[src/rtl/exe_stage_if.sv]
// ----------------------------------------------------------------------------
// exe_stage_if
// Groups the execute-stage handshake and data buses:
//   decode -> execute : ds_to_es_valid, ds_* instruction payload
//   execute -> decode : es_allowin, es_rf_we/es_rf_waddr (hazard detection)
//   memory  -> execute: ms_allowin
//   execute -> memory : es_to_ms_valid, es_* payload
//   execute -> SRAM   : data_sram_en/we/addr/wdata
// Modports:
//   slave  - the execute stage itself
//   master - the surrounding pipeline (or a testbench) driving it
// ----------------------------------------------------------------------------
interface exe_stage_if;
    logic        ds_to_es_valid;
    logic        es_allowin;
    logic        ms_allowin;
    logic [31:0] ds_pc;
    logic [3:0]  ds_alu_op;
    logic [31:0] ds_alu_src1;
    logic [31:0] ds_alu_src2;
    logic        ds_div_en;
    logic        ds_div_signed;
    logic        ds_div_rem;
    logic        ds_mem_we;
    logic        ds_res_from_mem;
    logic [1:0]  ds_mem_size;
    logic [31:0] ds_store_data;
    logic        ds_rf_we;
    logic [4:0]  ds_rf_waddr;

    logic        es_to_ms_valid;
    logic [31:0] es_pc;
    logic [31:0] es_alu_result;
    logic        es_res_from_mem;
    logic        es_rf_we;
    logic [4:0]  es_rf_waddr;

    logic        data_sram_en;
    logic [3:0]  data_sram_we;
    logic [31:0] data_sram_addr;
    logic [31:0] data_sram_wdata;

    modport slave (
        input  ds_to_es_valid, ms_allowin, ds_pc, ds_alu_op, ds_alu_src1,
               ds_alu_src2, ds_div_en, ds_div_signed, ds_div_rem, ds_mem_we,
               ds_res_from_mem, ds_mem_size, ds_store_data, ds_rf_we,
               ds_rf_waddr,
        output es_allowin, es_to_ms_valid, es_pc, es_alu_result,
               es_res_from_mem, es_rf_we, es_rf_waddr, data_sram_en,
               data_sram_we, data_sram_addr, data_sram_wdata
    );

    modport master (
        output ds_to_es_valid, ms_allowin, ds_pc, ds_alu_op, ds_alu_src1,
               ds_alu_src2, ds_div_en, ds_div_signed, ds_div_rem, ds_mem_we,
               ds_res_from_mem, ds_mem_size, ds_store_data, ds_rf_we,
               ds_rf_waddr,
        input  es_allowin, es_to_ms_valid, es_pc, es_alu_result,
               es_res_from_mem, es_rf_we, es_rf_waddr, data_sram_en,
               data_sram_we, data_sram_addr, data_sram_wdata
    );
endinterface

[src/rtl/exe_stage.sv]
// ----------------------------------------------------------------------------
// exe_stage
// Execute stage of a 5-stage pipeline: 13-op ALU, 32-cycle restoring
// divider (signed/unsigned, quotient/remainder) and data SRAM request
// generation for loads and stores.
// Ports:
//   clk    - pipeline clock, rising edge
//   resetn - synchronous active-low reset
//   bus    - exe_stage_if.slave: decode/memory handshakes, payloads, SRAM
// ----------------------------------------------------------------------------
module exe_stage (
    input  logic        clk,
    input  logic        resetn,
    exe_stage_if.slave  bus
);
    typedef enum logic [1:0] {IDLE = 2'd0, BUSY = 2'd1, DONE = 2'd2} div_state_t;

    logic        es_valid_reg;
    logic [31:0] es_pc_reg;
    logic [3:0]  es_alu_op_reg;
    logic [31:0] es_src1_reg;
    logic [31:0] es_src2_reg;
    logic        es_div_en_reg;
    logic        es_div_signed_reg;
    logic        es_div_rem_reg;
    logic        es_mem_we_reg;
    logic        es_res_from_mem_reg;
    logic [1:0]  es_mem_size_reg;
    logic [31:0] es_store_data_reg;
    logic        es_rf_we_reg;
    logic [4:0]  es_rf_waddr_reg;

    div_state_t  div_state_reg;
    logic [5:0]  div_cnt_reg;
    logic [31:0] div_quo_reg;   // dividend magnitude shifts out, quotient shifts in
    logic [31:0] div_rem_reg;   // partial remainder
    logic [31:0] div_dvs_reg;   // divisor magnitude

    logic        es_ready_go;
    logic        es_allowin;
    logic        es_to_ms_valid;
    logic        ds_accept;
    logic        div_start;
    logic        handoff;

    assign es_ready_go    = !es_valid_reg || !es_div_en_reg || (div_state_reg == DONE);
    assign es_allowin     = !es_valid_reg || (es_ready_go && bus.ms_allowin);
    assign es_to_ms_valid = es_valid_reg && es_ready_go;
    assign ds_accept      = bus.ds_to_es_valid && es_allowin;
    assign div_start      = ds_accept && bus.ds_div_en;
    assign handoff        = es_to_ms_valid && bus.ms_allowin;

    function automatic logic [31:0] magnitude(input logic [31:0] v, input logic is_signed);
        return (is_signed && v[31]) ? (32'd0 - v) : v;
    endfunction

    // Pipeline valid and payload registers
    always_ff @(posedge clk) begin
        if (!resetn) begin
            es_valid_reg        <= 1'b0;
            es_pc_reg           <= '0;
            es_alu_op_reg       <= '0;
            es_src1_reg         <= '0;
            es_src2_reg         <= '0;
            es_div_en_reg       <= 1'b0;
            es_div_signed_reg   <= 1'b0;
            es_div_rem_reg      <= 1'b0;
            es_mem_we_reg       <= 1'b0;
            es_res_from_mem_reg <= 1'b0;
            es_mem_size_reg     <= '0;
            es_store_data_reg   <= '0;
            es_rf_we_reg        <= 1'b0;
            es_rf_waddr_reg     <= '0;
        end else begin
            if (es_allowin) begin
                es_valid_reg <= bus.ds_to_es_valid;
            end
            if (ds_accept) begin
                es_pc_reg           <= bus.ds_pc;
                es_alu_op_reg       <= bus.ds_alu_op;
                es_src1_reg         <= bus.ds_alu_src1;
                es_src2_reg         <= bus.ds_alu_src2;
                es_div_en_reg       <= bus.ds_div_en;
                es_div_signed_reg   <= bus.ds_div_signed;
                es_div_rem_reg      <= bus.ds_div_rem;
                es_mem_we_reg       <= bus.ds_mem_we;
                es_res_from_mem_reg <= bus.ds_res_from_mem;
                es_mem_size_reg     <= bus.ds_mem_size;
                es_store_data_reg   <= bus.ds_store_data;
                es_rf_we_reg        <= bus.ds_rf_we;
                es_rf_waddr_reg     <= bus.ds_rf_waddr;
            end
        end
    end

    // One restoring step: shift the next dividend bit into the remainder and
    // subtract the divisor; a borrow (bit 32) means the trial failed.
    logic [32:0] div_shift;
    logic [32:0] div_diff;
    assign div_shift = {div_rem_reg, div_quo_reg[31]};
    assign div_diff  = div_shift - {1'b0, div_dvs_reg};

    // Divider FSM. The operands are taken straight from the decode bus on
    // the accept edge so iteration starts in the very next cycle. A start
    // can only arrive in IDLE or DONE, since BUSY holds es_allowin low.
    always_ff @(posedge clk) begin
        if (!resetn) begin
            div_state_reg <= IDLE;
            div_cnt_reg   <= '0;
            div_quo_reg   <= '0;
            div_rem_reg   <= '0;
            div_dvs_reg   <= '0;
        end else if (div_start) begin
            div_state_reg <= BUSY;
            div_cnt_reg   <= '0;
            div_rem_reg   <= '0;
            div_quo_reg   <= magnitude(bus.ds_alu_src1, bus.ds_div_signed);
            div_dvs_reg   <= magnitude(bus.ds_alu_src2, bus.ds_div_signed);
        end else begin
            case (div_state_reg)
                BUSY: begin
                    div_rem_reg <= div_diff[32] ? div_shift[31:0] : div_diff[31:0];
                    div_quo_reg <= {div_quo_reg[30:0], !div_diff[32]};
                    div_cnt_reg <= div_cnt_reg + 6'd1;
                    if (div_cnt_reg == 6'd31) begin
                        div_state_reg <= DONE;
                    end
                end
                DONE: begin
                    if (handoff) begin
                        div_state_reg <= IDLE;
                    end
                end
                default: div_state_reg <= IDLE;
            endcase
        end
    end

    // Sign fix-up; divide by zero is forced so signed and unsigned agree.
    logic        quo_neg;
    logic        rem_neg;
    logic [31:0] div_result;
    assign quo_neg = es_div_signed_reg && (es_src1_reg[31] ^ es_src2_reg[31]);
    assign rem_neg = es_div_signed_reg && es_src1_reg[31];
    assign div_result = (es_src2_reg == 32'd0) ? (es_div_rem_reg ? es_src1_reg : 32'hFFFF_FFFF) :
                        es_div_rem_reg ? (rem_neg ? 32'd0 - div_rem_reg : div_rem_reg) :
                                         (quo_neg ? 32'd0 - div_quo_reg : div_quo_reg);

    // ALU
    logic [31:0] alu_result;
    logic [31:0] mul_low;
    logic [31:0] sra_result;
    assign mul_low    = es_src1_reg * es_src2_reg;
    assign sra_result = $unsigned($signed(es_src1_reg) >>> es_src2_reg[4:0]);

    always_comb begin
        alu_result = '0;
        case (es_alu_op_reg)
            4'd0:  alu_result = es_src1_reg + es_src2_reg;
            4'd1:  alu_result = es_src1_reg - es_src2_reg;
            4'd2:  alu_result = {31'd0, $signed(es_src1_reg) < $signed(es_src2_reg)};
            4'd3:  alu_result = {31'd0, es_src1_reg < es_src2_reg};
            4'd4:  alu_result = es_src1_reg & es_src2_reg;
            4'd5:  alu_result = es_src1_reg | es_src2_reg;
            4'd6:  alu_result = ~(es_src1_reg | es_src2_reg);
            4'd7:  alu_result = es_src1_reg ^ es_src2_reg;
            4'd8:  alu_result = es_src1_reg << es_src2_reg[4:0];
            4'd9:  alu_result = es_src1_reg >> es_src2_reg[4:0];
            4'd10: alu_result = sra_result;
            4'd11: alu_result = es_src2_reg;
            4'd12: alu_result = mul_low;
            default: alu_result = '0;
        endcase
    end

    logic [31:0] es_alu_result;
    assign es_alu_result = es_div_en_reg ? div_result : alu_result;

    // SRAM request: per-lane byte enable and data steering. Misaligned
    // half/word accesses simply ignore the low address bits.
    logic        sram_en;
    logic [3:0]  lane_we;
    logic [31:0] lane_wdata;

    genvar gi;
    generate
        for (gi = 0; gi < 4; gi++) begin : g_lane
            localparam logic [1:0] LANE = 2'(gi);
            assign lane_we[gi] = (es_mem_size_reg == 2'd0) ? (es_alu_result[1:0] == LANE) :
                                 (es_mem_size_reg == 2'd1) ? (es_alu_result[1] == LANE[1]) :
                                                             1'b1;
            assign lane_wdata[8*gi +: 8] =
                (es_mem_size_reg == 2'd0) ? es_store_data_reg[7:0] :
                (es_mem_size_reg == 2'd1) ? (LANE[0] ? es_store_data_reg[15:8] : es_store_data_reg[7:0]) :
                                            es_store_data_reg[8*gi +: 8];
        end
    endgenerate

    assign sram_en = handoff && (es_mem_we_reg || es_res_from_mem_reg);

    assign bus.es_allowin      = es_allowin;
    assign bus.es_to_ms_valid  = es_to_ms_valid;
    assign bus.es_pc           = es_pc_reg;
    assign bus.es_alu_result   = es_alu_result;
    assign bus.es_res_from_mem = es_res_from_mem_reg;
    assign bus.es_rf_we        = es_valid_reg && es_rf_we_reg;
    assign bus.es_rf_waddr     = es_rf_waddr_reg;
    assign bus.data_sram_en    = sram_en;
    assign bus.data_sram_we    = (sram_en && es_mem_we_reg) ? lane_we : 4'b0000;
    assign bus.data_sram_addr  = es_alu_result;
    assign bus.data_sram_wdata = lane_wdata;
endmodule

[src/flat_wrapper.sv]
// flat-port wrapper written by rule: the top's interface ports become plain ports
module exe_stage_flat 
  (clk, resetn, bus_ds_to_es_valid, bus_ms_allowin, bus_ds_pc, bus_ds_alu_op, bus_ds_alu_src1, bus_ds_alu_src2, bus_ds_div_en, bus_ds_div_signed, bus_ds_div_rem, bus_ds_mem_we, bus_ds_res_from_mem, bus_ds_mem_size, bus_ds_store_data, bus_ds_rf_we, bus_ds_rf_waddr, bus_es_allowin, bus_es_to_ms_valid, bus_es_pc, bus_es_alu_result, bus_es_res_from_mem, bus_es_rf_we, bus_es_rf_waddr, bus_data_sram_en, bus_data_sram_we, bus_data_sram_addr, bus_data_sram_wdata);
  exe_stage_if bus_i ();
  input  logic clk;
  input  logic resetn;
  input wire logic [$bits(bus_i.ds_to_es_valid)-1:0] bus_ds_to_es_valid;
  input wire logic [$bits(bus_i.ms_allowin)-1:0] bus_ms_allowin;
  input wire logic [$bits(bus_i.ds_pc)-1:0] bus_ds_pc;
  input wire logic [$bits(bus_i.ds_alu_op)-1:0] bus_ds_alu_op;
  input wire logic [$bits(bus_i.ds_alu_src1)-1:0] bus_ds_alu_src1;
  input wire logic [$bits(bus_i.ds_alu_src2)-1:0] bus_ds_alu_src2;
  input wire logic [$bits(bus_i.ds_div_en)-1:0] bus_ds_div_en;
  input wire logic [$bits(bus_i.ds_div_signed)-1:0] bus_ds_div_signed;
  input wire logic [$bits(bus_i.ds_div_rem)-1:0] bus_ds_div_rem;
  input wire logic [$bits(bus_i.ds_mem_we)-1:0] bus_ds_mem_we;
  input wire logic [$bits(bus_i.ds_res_from_mem)-1:0] bus_ds_res_from_mem;
  input wire logic [$bits(bus_i.ds_mem_size)-1:0] bus_ds_mem_size;
  input wire logic [$bits(bus_i.ds_store_data)-1:0] bus_ds_store_data;
  input wire logic [$bits(bus_i.ds_rf_we)-1:0] bus_ds_rf_we;
  input wire logic [$bits(bus_i.ds_rf_waddr)-1:0] bus_ds_rf_waddr;
  output wire logic [$bits(bus_i.es_allowin)-1:0] bus_es_allowin;
  output wire logic [$bits(bus_i.es_to_ms_valid)-1:0] bus_es_to_ms_valid;
  output wire logic [$bits(bus_i.es_pc)-1:0] bus_es_pc;
  output wire logic [$bits(bus_i.es_alu_result)-1:0] bus_es_alu_result;
  output wire logic [$bits(bus_i.es_res_from_mem)-1:0] bus_es_res_from_mem;
  output wire logic [$bits(bus_i.es_rf_we)-1:0] bus_es_rf_we;
  output wire logic [$bits(bus_i.es_rf_waddr)-1:0] bus_es_rf_waddr;
  output wire logic [$bits(bus_i.data_sram_en)-1:0] bus_data_sram_en;
  output wire logic [$bits(bus_i.data_sram_we)-1:0] bus_data_sram_we;
  output wire logic [$bits(bus_i.data_sram_addr)-1:0] bus_data_sram_addr;
  output wire logic [$bits(bus_i.data_sram_wdata)-1:0] bus_data_sram_wdata;
  assign bus_i.ds_to_es_valid = bus_ds_to_es_valid;
  assign bus_i.ms_allowin = bus_ms_allowin;
  assign bus_i.ds_pc = bus_ds_pc;
  assign bus_i.ds_alu_op = bus_ds_alu_op;
  assign bus_i.ds_alu_src1 = bus_ds_alu_src1;
  assign bus_i.ds_alu_src2 = bus_ds_alu_src2;
  assign bus_i.ds_div_en = bus_ds_div_en;
  assign bus_i.ds_div_signed = bus_ds_div_signed;
  assign bus_i.ds_div_rem = bus_ds_div_rem;
  assign bus_i.ds_mem_we = bus_ds_mem_we;
  assign bus_i.ds_res_from_mem = bus_ds_res_from_mem;
  assign bus_i.ds_mem_size = bus_ds_mem_size;
  assign bus_i.ds_store_data = bus_ds_store_data;
  assign bus_i.ds_rf_we = bus_ds_rf_we;
  assign bus_i.ds_rf_waddr = bus_ds_rf_waddr;
  assign bus_es_allowin = bus_i.es_allowin;
  assign bus_es_to_ms_valid = bus_i.es_to_ms_valid;
  assign bus_es_pc = bus_i.es_pc;
  assign bus_es_alu_result = bus_i.es_alu_result;
  assign bus_es_res_from_mem = bus_i.es_res_from_mem;
  assign bus_es_rf_we = bus_i.es_rf_we;
  assign bus_es_rf_waddr = bus_i.es_rf_waddr;
  assign bus_data_sram_en = bus_i.data_sram_en;
  assign bus_data_sram_we = bus_i.data_sram_we;
  assign bus_data_sram_addr = bus_i.data_sram_addr;
  assign bus_data_sram_wdata = bus_i.data_sram_wdata;
  exe_stage u_core (.clk(clk), .resetn(resetn), .bus(bus_i));
endmodule
[config.mk]
export PLATFORM = sky130hd
export DESIGN_NAME = exe_stage_flat
export DESIGN_NICKNAME = d
export VERILOG_FILES = /design/src/rtl/exe_stage_if.sv /design/src/rtl/exe_stage.sv /design/src/flat_wrapper.sv
export SDC_FILE = /design/constraint.sdc
export NUM_CORES = 2
export LEC_CHECK = 0
export CORE_MARGIN = 2
export CORE_UTILIZATION = 41
export CTS_CLUSTER_SIZE = 10
export DETAILED_ROUTE_END_ITERATION = 10
export HOLD_SLACK_MARGIN = 0.12
export PLACE_DENSITY_LB_ADDON = 0.25
export SETUP_SLACK_MARGIN = 0.3
export SLEW_MARGIN = 20
export SYNTH_ARGS = -nofsm -noshare
export SYNTH_HDL_FRONTEND = slang
export SYNTH_SLANG_ARGS = --single-unit
[constraint.sdc]
create_clock -name clk -period 14.3 [get_ports clk]
set_input_delay 2.86 -clock clk [delete_from_list [all_inputs] [get_ports clk]]
set_output_delay 2.86 -clock clk [all_outputs]
set_load 0.05 [all_outputs]
==> metrics.md <==
| Metric | Value |
|---|---|
| IO Pins | 291 |
| Vias | 39300 |
| Max-Cap Viols | 0 |
| Peak supply drop | 0.000105 V |
| R2R depth | 15 |
| Critical Path RT | 11.44 ns |
| Flop-to-flop setup slack | 9.90 ns |
| Pwr/cell area | 80.7 nW/um^2 |
| DRC | 0 |
| Multi-input gate area | 30500 um^2 |
| Pin count of the biggest net entering global routing | 135 |
| Post-DP HPWL | 142000 um |
| Clk_lat worst skew | 0.62 ns |
| Crit path time final | 13.29 ns |
| H-tree levels | 1 |
| Total power | 3.53 mW |
| P_int | 1.82 mW |
| P_sw | 1.71 mW |
| Post-route setup TNS | 0 ns |
| Synth top area cells | fa_1 (21%), dfxtp_1 (13%), ha_1 (8.2%) |
| Count of flip-flops with a built-in enable after synthesis | 0 |
| Hold path startpoint | u_core.bus.es_pc[14]$_SDFFE_PN0P_ |
| Core Util, Final | 46.3% |
| Register share of total power | 23.0% |
| Sw frac | 48.5% |
| Leakage | 18.8 nW |
| Final Hold Viols | 0 |
| Post-CTS sizing | 0 |
| Run status | complete, no violations |
| Slew Limit Fails | 0 |
| Routed len/inst | 28.9 um |
| Register area | 5020 um^2 |
| CP Class | reg -> out |
| Rel. slew slack | 16.8% |
| Reg clk slew, reported paths | 0.07 ns |
| Async S/R FF share, synth | 0% |
| RSZ-0062 raised after global routing | no |
| Final #Nets | 5990 |
| First-pass GRT wire length | 268000 um |
| Comb pwr share | 54.9% |
| Count leader, synth | nand2_1 |
| Post-CTS Repair Setup Buffers | 0 |
| Vias in the first global route | 38400 |
| Worst setup SP type | register |
| Fmax | 75.2 MHz |
| CP max FO | 13 |
| Clock power frac | 22.1% |
| TritonRoute pass-1 iters | 10 |
| Cts hold-fix bufs | 0 |
| Post-DRT Antenna Nets | 0 |
| DIE AREA | 97700 um^2 |
| DP Area | 42900 um^2 |
| Fill count | 9646 |
| Cell Area, Synth | 39000 um^2 |
| Final Cell Area | 43800 um^2 |
| Yosys warns | 0 |
| Vias per inst | 6.09 |
| Ys flop type | dfxtp_1 |
| Syn nets | 5932 |
| Die Y | 313 um |
| Worst r2r src | u_core.div_quo_reg[31]$_SDFFE_PN0P_ |
| Syn Area/Cell | 7.63 um^2 |
| Die Width | 313 um |
| Yosys top cell by area | fa_1 |
| Final count of negative-setup-slack endpoints | 0 |
| Grt ovf | 0 |
| Reg2reg end | u_core.div_rem_reg[4]$_SDFFE_PP0P_ |
| CTS max path bufs | 3 |
| # port buffers | 290 |
| Core ar. | 94700 um^2 |
| FF+latch count, synth | 250 |
| Total wire length | 186000 um |
| Area Overhead vs Synth | 12.3% |
| Hold path endpoint | u_core.bus.es_pc[14]$_SDFFE_PN0P_ |
| Initial antenna violation count | 11 |
| Tcrit/Tclk final | 93.0% |
| Layout cells sized above 1 | 5.15% |
| Total track usage | 37.3% |
| Initial drt markers | 4839 |
| Sink Count | 250 |
| Actual slew at the worst max-slew pin | 1.24 ns |
| Num CTS Buffers | 31 |
| Routability cong. | 1.07 |
| Initial Util | 41.2% |
| Hold Crit Depth | 2 |
| CTS tree | yes |
| Crit path capture type | output pin |
| Top cell type's share of synthesized area | 21.1% |
| WP data arrival | 10.43 ns |
| Top post-synthesis cells by count | nand2_1 (801), nor2_1 (594), inv_1 (527) |
| Mapped Cells | 5115 |
| Worst Hold Class | reg -> reg |
| Cell row count | 113 |
| Netlist cell types | 88 |
| Setup Skew | 0.0184 ns |
| Seq/Total Area, Yosys | 12.8% |
| Root buffer cell | clkbuf_16 |
[layout make-up]
cell class / instances / area share [%]
diodes: 4 / 0.0228
clock buffers: 40 / 1.94
clock inverters: 4 / 0.168
inverters: 543 / 4.65
multi-input cells: 3937 / 69.5
flip-flops and latches: 250 / 11.4
well taps: 1265 / 3.61
repair buffers: 410 / 8.68
[power groups by stage]
stage	registers [mW]	logic [mW]	clock network, mW
floorplan	0.813	1.21	0
global route	0.816	2.04	0.813
finish	0.814	1.94	0.780
CTS	0.810	1.88	0.791
global placement	0.823	1.88	0
detailed placement	0.825	1.87	0
[cells in the final DEF (no fill, tap or decap), types with 21 or more instances in the layout]
master and n:
clkbuf_16 31, nand4_1 22, a211oi_1 46, a21o_1 35
ha_1 257, nor4_1 28, xnor2_1 163, mux2_2 28
xor2_1 83, dfxtp_1 245, mux2i_1 72, nor2b_1 24
a21boi_0 151, and2_1 21, o211a_1 45, nor3_1 88
nand3_1 67, buf_4 120, clkdlybuf4s50_1 289, nand2_1 799
fa_1 411, mux4_2 28, a221oi_1 26, nand2b_1 35
o31ai_1 30, a31oi_1 22, or3_1 25, nor2_1 587
a21oi_1 226, inv_1 526, and3_1 25, o211ai_1 53
o21ai_0 246
[worst max path at each step]
stage | start | to | slack (ns) | depth (start not counted)
2_1_floorplan | u_core.es_src2_reg[2]$_SDFFE_PN0P_ | bus_es_alu_result[29] | 1.56 | 33
3_3_place_gp | u_core.es_src2_reg[5]$_SDFFE_PN0P_ | bus_es_alu_result[29] | 1.96 | 27
3_5_place_dp | u_core.es_src2_reg[5]$_SDFFE_PN0P_ | bus_data_sram_addr[29] | 1.90 | 27
4_1_cts | u_core.es_src2_reg[5]$_SDFFE_PN0P_ | bus_data_sram_addr[29] | 1.22 | 27
5_1_grt | u_core.es_src2_reg[5]$_SDFFE_PN0P_ | bus_data_sram_addr[29] | 0.67 | 27
6_report | u_core.es_src2_reg[5]$_SDFFE_PN0P_ | bus_data_sram_addr[29] | 1.01 | 27
[metrics by stage]
stage | cells | worst slack (ns) | hold WS, ns
after floorplan | 5115 | 1.56 | 0.439
after global placement | 6405 | 1.96 | 0.451
after detailed placement | 6405 | 1.90 | 0.457
after CTS | 6449 | 1.22 | 0.465
after global routing | 6449 | 0.670 | 0.480
final | 6453 | 1.01 | 0.463
[worst max-delay path: stages (launching register included)]
cell and delay, ns:
dfxtp_1 0.75, inv_1 0.50, nor2_1 0.26, fa_1 0.44, fa_1 0.49, fa_1 0.51
inv_1 0.05, fa_1 0.48, inv_1 0.05, fa_1 0.50, inv_1 0.05, fa_1 0.53
inv_1 0.05, fa_1 0.49, fa_1 0.43, ha_1 0.39, a21oi_1 0.31, o211a_1 0.20
nor2_1 0.05, a21o_1 0.17, a31o_2 0.27, a211oi_1 0.74, o21ai_0 0.22, mux2i_1 0.15
o21ai_0 0.22, a221oi_1 0.12, o21ai_0 0.44, clkdlybuf4s50_1 0.90
[routing by layer]
layer	vias up	part of all wire, %	track usage [%]	routed length, um
met5	-	0.061	0	113
met4	14	6.9	21.2	12800
met3	591	11	11.1	21400
met2	2424	42	55.6	78600
met1	19100	39	48.2	73300
li1	17100	-	-	-
[cell families after synthesis]
kind of cell,Yosys count,synth area share [%]
mux,129,4.30
fa+ha+maj,668,29.3
simple gates,1784,19.4
buf+inv,928,9.37
flops,250,12.8
compound gates,1109,19.3
xor+xnor,247,5.56
Note: power is estimated with default switching activity, not from simulation.
